File: src/rtl/game_pkg.sv
// Shared definitions for the runner game: controller state codes and default widths
// that the scrolling layers also use.
package game_pkg;

   typedef enum logic [2:0] {
      StIdle  = 3'd0,
      StArmed = 3'd1,
      StRun   = 3'd2,
      StPause = 3'd3,
      StOver  = 3'd4
   } game_state_e;

   localparam int unsigned ScoreWDefault = 16;
   localparam int unsigned SpeedWDefault = 4;

endpackage

File: src/rtl/edge_sync.sv
// Two-flop synchroniser for an asynchronous level, plus a one-cycle pulse on its
// synchronised rising edge.
module edge_sync (
   input  logic CLK,
   input  logic RESET,
   input  logic async_i,
   output logic sync_o,
   output logic rise_o
);

   logic meta_q, sync_q, prev_q;

   always_ff @(posedge CLK) begin
      if (RESET) begin
         meta_q <= 1'b0;
         sync_q <= 1'b0;
         prev_q <= 1'b0;
      end else begin
         meta_q <= async_i;
         sync_q <= meta_q;
         prev_q <= sync_q;
      end
   end

   assign sync_o = sync_q;
   assign rise_o = sync_q & ~prev_q;

endmodule

File: src/rtl/game_ctrl.sv
// Game-state controller: arms on START, plays from the next vertical blanking, ends on
// sprite/hazard collision, and keeps score, high score and speed level.
module game_ctrl
   import game_pkg::*;
#(
   parameter int unsigned N_HAZARD   = 2,
   parameter int unsigned SCORE_W    = ScoreWDefault,
   parameter int unsigned SPEED_W    = SpeedWDefault,
   parameter int unsigned SPEED_STEP = 100
) (
   input  logic                CLK,
   input  logic                RESET,
   input  logic                start_btn,
   input  logic                pause_btn,
   input  logic                vs,
   input  logic                px_player,
   input  logic [N_HAZARD-1:0] px_hazard,
   output logic [2:0]          state,
   output logic                running,
   output logic [SCORE_W-1:0]  score,
   output logic [SCORE_W-1:0]  hi_score,
   output logic [SPEED_W-1:0]  speed,
   output logic [N_HAZARD-1:0] hit_mask
);

   localparam int unsigned StepW = (SPEED_STEP > 1) ? $clog2(SPEED_STEP) : 1;
   localparam logic [StepW-1:0] StepLast = StepW'(SPEED_STEP - 1);

   logic start_rise, pause_rise, vs_rise, vs_sync;
   logic start_lvl_unused, pause_lvl_unused;

   edge_sync u_start_sync (
      .CLK     (CLK),
      .RESET   (RESET),
      .async_i (start_btn),
      .sync_o  (start_lvl_unused),
      .rise_o  (start_rise)
   );

   edge_sync u_pause_sync (
      .CLK     (CLK),
      .RESET   (RESET),
      .async_i (pause_btn),
      .sync_o  (pause_lvl_unused),
      .rise_o  (pause_rise)
   );

   edge_sync u_vs_sync (
      .CLK     (CLK),
      .RESET   (RESET),
      .async_i (vs),
      .sync_o  (vs_sync),
      .rise_o  (vs_rise)
   );

   game_state_e         state_q, state_d;
   logic                new_game_q, new_game_d;
   logic [SCORE_W-1:0]  score_q, score_d, hi_q, hi_d;
   logic [SPEED_W-1:0]  speed_q, speed_d;
   logic [StepW-1:0]    step_q, step_d;
   logic [N_HAZARD-1:0] hit_q, hit_d;
   logic                collide;

   // Pixel inputs are already in the CLK domain, so collision is taken raw.
   assign collide = px_player & (|px_hazard);

   always_comb begin
      state_d    = state_q;
      new_game_d = new_game_q;
      score_d    = score_q;
      hi_d       = hi_q;
      speed_d    = speed_q;
      step_d     = step_q;
      hit_d      = hit_q;

      unique case (state_q)
         StIdle: begin
            if (start_rise) begin
               state_d    = StArmed;
               new_game_d = 1'b1;
            end
         end
         StArmed: begin
            if (!vs_sync) begin
               state_d    = StRun;
               new_game_d = 1'b0;
               if (new_game_q) begin
                  score_d = '0;
                  hit_d   = '0;
                  step_d  = '0;
                  speed_d = SPEED_W'(1);
               end
            end
         end
         StRun: begin
            if (collide) begin
               state_d = StOver;
               hit_d   = px_hazard & {N_HAZARD{px_player}};
            end else if (pause_rise) begin
               state_d = StPause;
            end else if (vs_rise) begin
               if (score_q != '1) score_d = score_q + SCORE_W'(1);
               if (step_q == StepLast) begin
                  step_d = '0;
                  if (speed_q != '1) speed_d = speed_q + SPEED_W'(1);
               end else begin
                  step_d = step_q + StepW'(1);
               end
            end
         end
         StPause: begin
            if (pause_rise) begin
               state_d    = StArmed;
               new_game_d = 1'b0;
            end
         end
         StOver: begin
            // Score is frozen in OVER, so re-evaluating every cycle equals a one-shot update.
            if (score_q > hi_q) hi_d = score_q;
            if (start_rise) begin
               state_d    = StArmed;
               new_game_d = 1'b1;
            end
         end
         default: state_d = StIdle;
      endcase
   end

   always_ff @(posedge CLK) begin
      if (RESET) begin
         state_q    <= StIdle;
         new_game_q <= 1'b0;
         score_q    <= '0;
         hi_q       <= '0;
         speed_q    <= SPEED_W'(1);
         step_q     <= '0;
         hit_q      <= '0;
      end else begin
         state_q    <= state_d;
         new_game_q <= new_game_d;
         score_q    <= score_d;
         hi_q       <= hi_d;
         speed_q    <= speed_d;
         step_q     <= step_d;
         hit_q      <= hit_d;
      end
   end

   assign state    = state_q;
   assign running  = (state_q == StRun);
   assign score    = score_q;
   assign hi_score = hi_q;
   assign speed    = speed_q;
   assign hit_mask = hit_q;

endmodule

File: config.mk
export PLATFORM = sky130hd
export DESIGN_NAME = game_ctrl
export DESIGN_NICKNAME = d
export VERILOG_FILES = /design/src/rtl/game_pkg.sv /design/src/rtl/edge_sync.sv /design/src/rtl/game_ctrl.sv
export SDC_FILE = /design/constraint.sdc
export NUM_CORES = 1
export LEC_CHECK = 0
export ABC_AREA = 1
export BUFFER_PORTS_ARGS = -buffer_cell sky130_fd_sc_hd__buf_2
export CORE_ASPECT_RATIO = 0.6
export CORE_MARGIN = 2
export CORE_UTILIZATION = 60
export CTS_BUF_LIST = sky130_fd_sc_hd__clkbuf_4
export DETAILED_ROUTE_END_ITERATION = 6
export PLACE_DENSITY = 0.83
export SLEW_MARGIN = 20
export SYNTH_ARGS = -nofsm -noshare
export SYNTH_HDL_FRONTEND = slang
export SYNTH_SLANG_ARGS = --single-unit
File: constraint.sdc
create_clock -name CLK -period 2.8 [get_ports CLK]
set_input_delay 0 -clock CLK [delete_from_list [all_inputs] [get_ports CLK]]
set_output_delay 0 -clock CLK [all_outputs]
set_load 0.02 [all_outputs]
==> results.toml <==
[routing]
drt_pass1_iterations = 5
dr.first_iter.drc_count = 247
viasPerCell = 5.37
detail_route.wl_per_cell_um = 12.5
dr_total_vias = 3493
drc = 0
antenna_left = 0
drt_wl_total_mm = 8.10

[outcome]
outcome = "finished, final reports clean"

[cells_and_area]
drive_gt1_frac = 0.141
area_growth_syn_to_layout_pct = 13.9
fill_cells = 480
fin_area_um2 = 3830
nets = 605
n_antenna_cell = 0
fin_cells = 650
final_util = 0.697

[die]
rows = 21
pin_count = 50
start_util = 0.612
core_region_area_um2 = 5490
die_area_um2 = 6230
die_x_um = 101
fp.dieH_um = 62.0

[grt]
grt_first_pass_wirelength_mm = 13.1
grtUsageTotal = 0.266
antenna_found_initial = 0
grt_pass1_vias = 2928
grt_max_degree = 34
grt_overflow = 0

[critical_path]
worstSetupStartpointType = "flip-flop"
critPathKind = "reg -> reg"
arrival_ps = 2330
path_delay_family = "simple AND/OR/NAND/NOR gates"
slowest_stage = "dfxtp_1"
cp-end-kind = "flip-flop"
cpPeakStageDelay_ps = 400
path_buf_inv = 2
path_max_fanout = 16
required_ps = 3140
path_cells = "inv_2 -> nand3_2 -> inv_2 -> nand2_2 -> nand2_2 -> nor2_4 -> nand2_4 -> nor2_4 -> nand2_1 -> a21oi_1"
reg2regPathDepth = 10
critical_path_cell_count = 10

[logic_synthesis]
synth_common_cells = "nand2_1 (131), nor2_1 (83), inv_1 (65), dfxtp_1 (58), a21oi_1 (53)"
yosysWarningCount = 0
synth-seq-cells = 58
ys_seq_area_frac = 0.346
syn_area_um2 = 3360
synth.distinct_cells = 26
synth_flop_cell = "dfxtp_1"
syn-instance-count = 524
yosysMostFrequentCell = "nand2_1"
synth_nets = 551
postSynthAreaPerCell_um2 = 6.41
synthTopCellsByArea = "dfxtp_1 (35%), nand2_1 (15%), nor2_1 (9.3%)"
synth-async-reset-ratio = 0
synth_top_cell_area_share = 0.346
synth-edff-count = 0
yosys.area.top_type = "dfxtp_1"

[power_and_ir_drop]
pwr-share-comb = 0.447
intPower_mw = 1.52
finalPower_mw = 2.77
power.leakage_nw = 1.69
seq_power_share = 0.354
ir_worst_vdd_mv = 0.503
p_clk_frac = 0.198
power_density_nw_per_um2 = 723
p_switching_mw = 1.25
switching_share = 0.450

[sta]
finClkSkew_ps = 8.26
period_needed_ps = 1990
max-slew-margin-rel = 0.464
setup_slack_ps = 814
final-max-slew-violation-count = 0
fin_crit_sh = 0.709
worst_pin_slew_ps = 803
fmax_mhz = 503
setup_viol = 0
hold_slack_ps = 79.1
rsz0062_at_grt = "no"
finalSetupTns_ps = 0
hold_violations = 0

[job]
max_cap_viol_count = 0

[placed_design]
gp_congestion = 0.879
placed_area_um2 = 3640
dp.cells = 629
place.detailed.hpwl_mm = 5.83
place_ws_ps = 835
portBuffers = 49

[cts]
post-cts-setup-buffers = 0
clkTransAtPathRegs_ps = 90
root_buffer = "clkbuf_4"
cts_buffers = 9
cts-htree-levels = 3
clockBufferDepth = 2
clock_latency_ps = 410
cts_tree = "done"
ctsHoldBuffers = 7
cts_resized = 0
clock-sinks = 58

[min_path]
hold_class = "in -> reg"
hold_depth = 3
layout make-up:
| class | count | area, um2 | share of cell area |
|---|---|---|---|
| flip-flops and latches | 58 | 1160 | 0.303 |
| multi-input cells | 380 | 1860 | 0.486 |
| repair buffers | 60 | 345 | 0.0903 |
| inverters | 69 | 259 | 0.0677 |
| clock buffers | 9 | 67.6 | 0.0177 |
| clock inverters | 5 | 47.5 | 0.0124 |
| well taps | 69 | 86.3 | 0.0226 |
power by group through the flow:
stage	sequential, mW	combinational, mW	clock, mW
after global routing	0.991	1.38	0.593
after floorplan	1.06	0.909	0
after CTS	0.978	1.22	0.557
after detailed placement	0.996	1.21	0
after global placement	0.993	1.18	0
final	0.980	1.24	0.548
flip-flops by register name, indices dropped and copies added, names as in the netlist, 2 cells and up:
name      count
hit_mask      2
speed         4
hi_score     16
state         3
step_q        7
score        16
routing by layer:
layer  vias up  GRT usage  wire length [um]
li1       1774          -                 -
met1      1562      0.376              3970
met4         0     0.0841               131
met3        21     0.0559               567
met2       136      0.413              3440
met5         -          0                 0
final timing paths:
kind,startpoint,to,slack (ps)
worst max register to register,state[0]$_SDFFE_PP0P_,score[10]$_SDFFE_PP0P_,810
worst min-delay path,RESET,u_pause_sync.prev_q$_SDFF_PP0_,80
worst max-delay path,state[0]$_SDFFE_PP0P_,score[10]$_SDFFE_PP0P_,810
worst min register to register,u_start_sync.meta_q$_SDFF_PP0_,u_start_sync.sync_o$_SDFF_PP0_,400
placed cells by master, fill, tap and decap left out, drive strengths merged:
cell type    instances
or2                  3
bufinv               1
nor2                86
clkinv               4
nand4                6
dlygate4sd3          7
ha                  19
a21o                 1
xor2                 4
nand3               53
inv                 69
buf                 53
o211ai               1
a21oi               53
dfxtp               58
clkbuf               9
nand2              134
nor3                 6
and2                 1
o21ai               13
cell families (layout without fill, tap and decap cells):
family / Yosys count / after routing / share of synthesized area
buf+inv: 86 / 143 / 0.101
simple gates: 289 / 289 / 0.369
xor+xnor: 4 / 4 / 0.0104
flops: 58 / 58 / 0.346
fa+ha+maj: 19 / 19 / 0.0708
compound gates: 68 / 68 / 0.103
tightest hold or removal path: stages:
cell and delay [ps]:
buf_2 90, buf_4 230, nor2_1 120
Power figures use the tool's default switching activity.
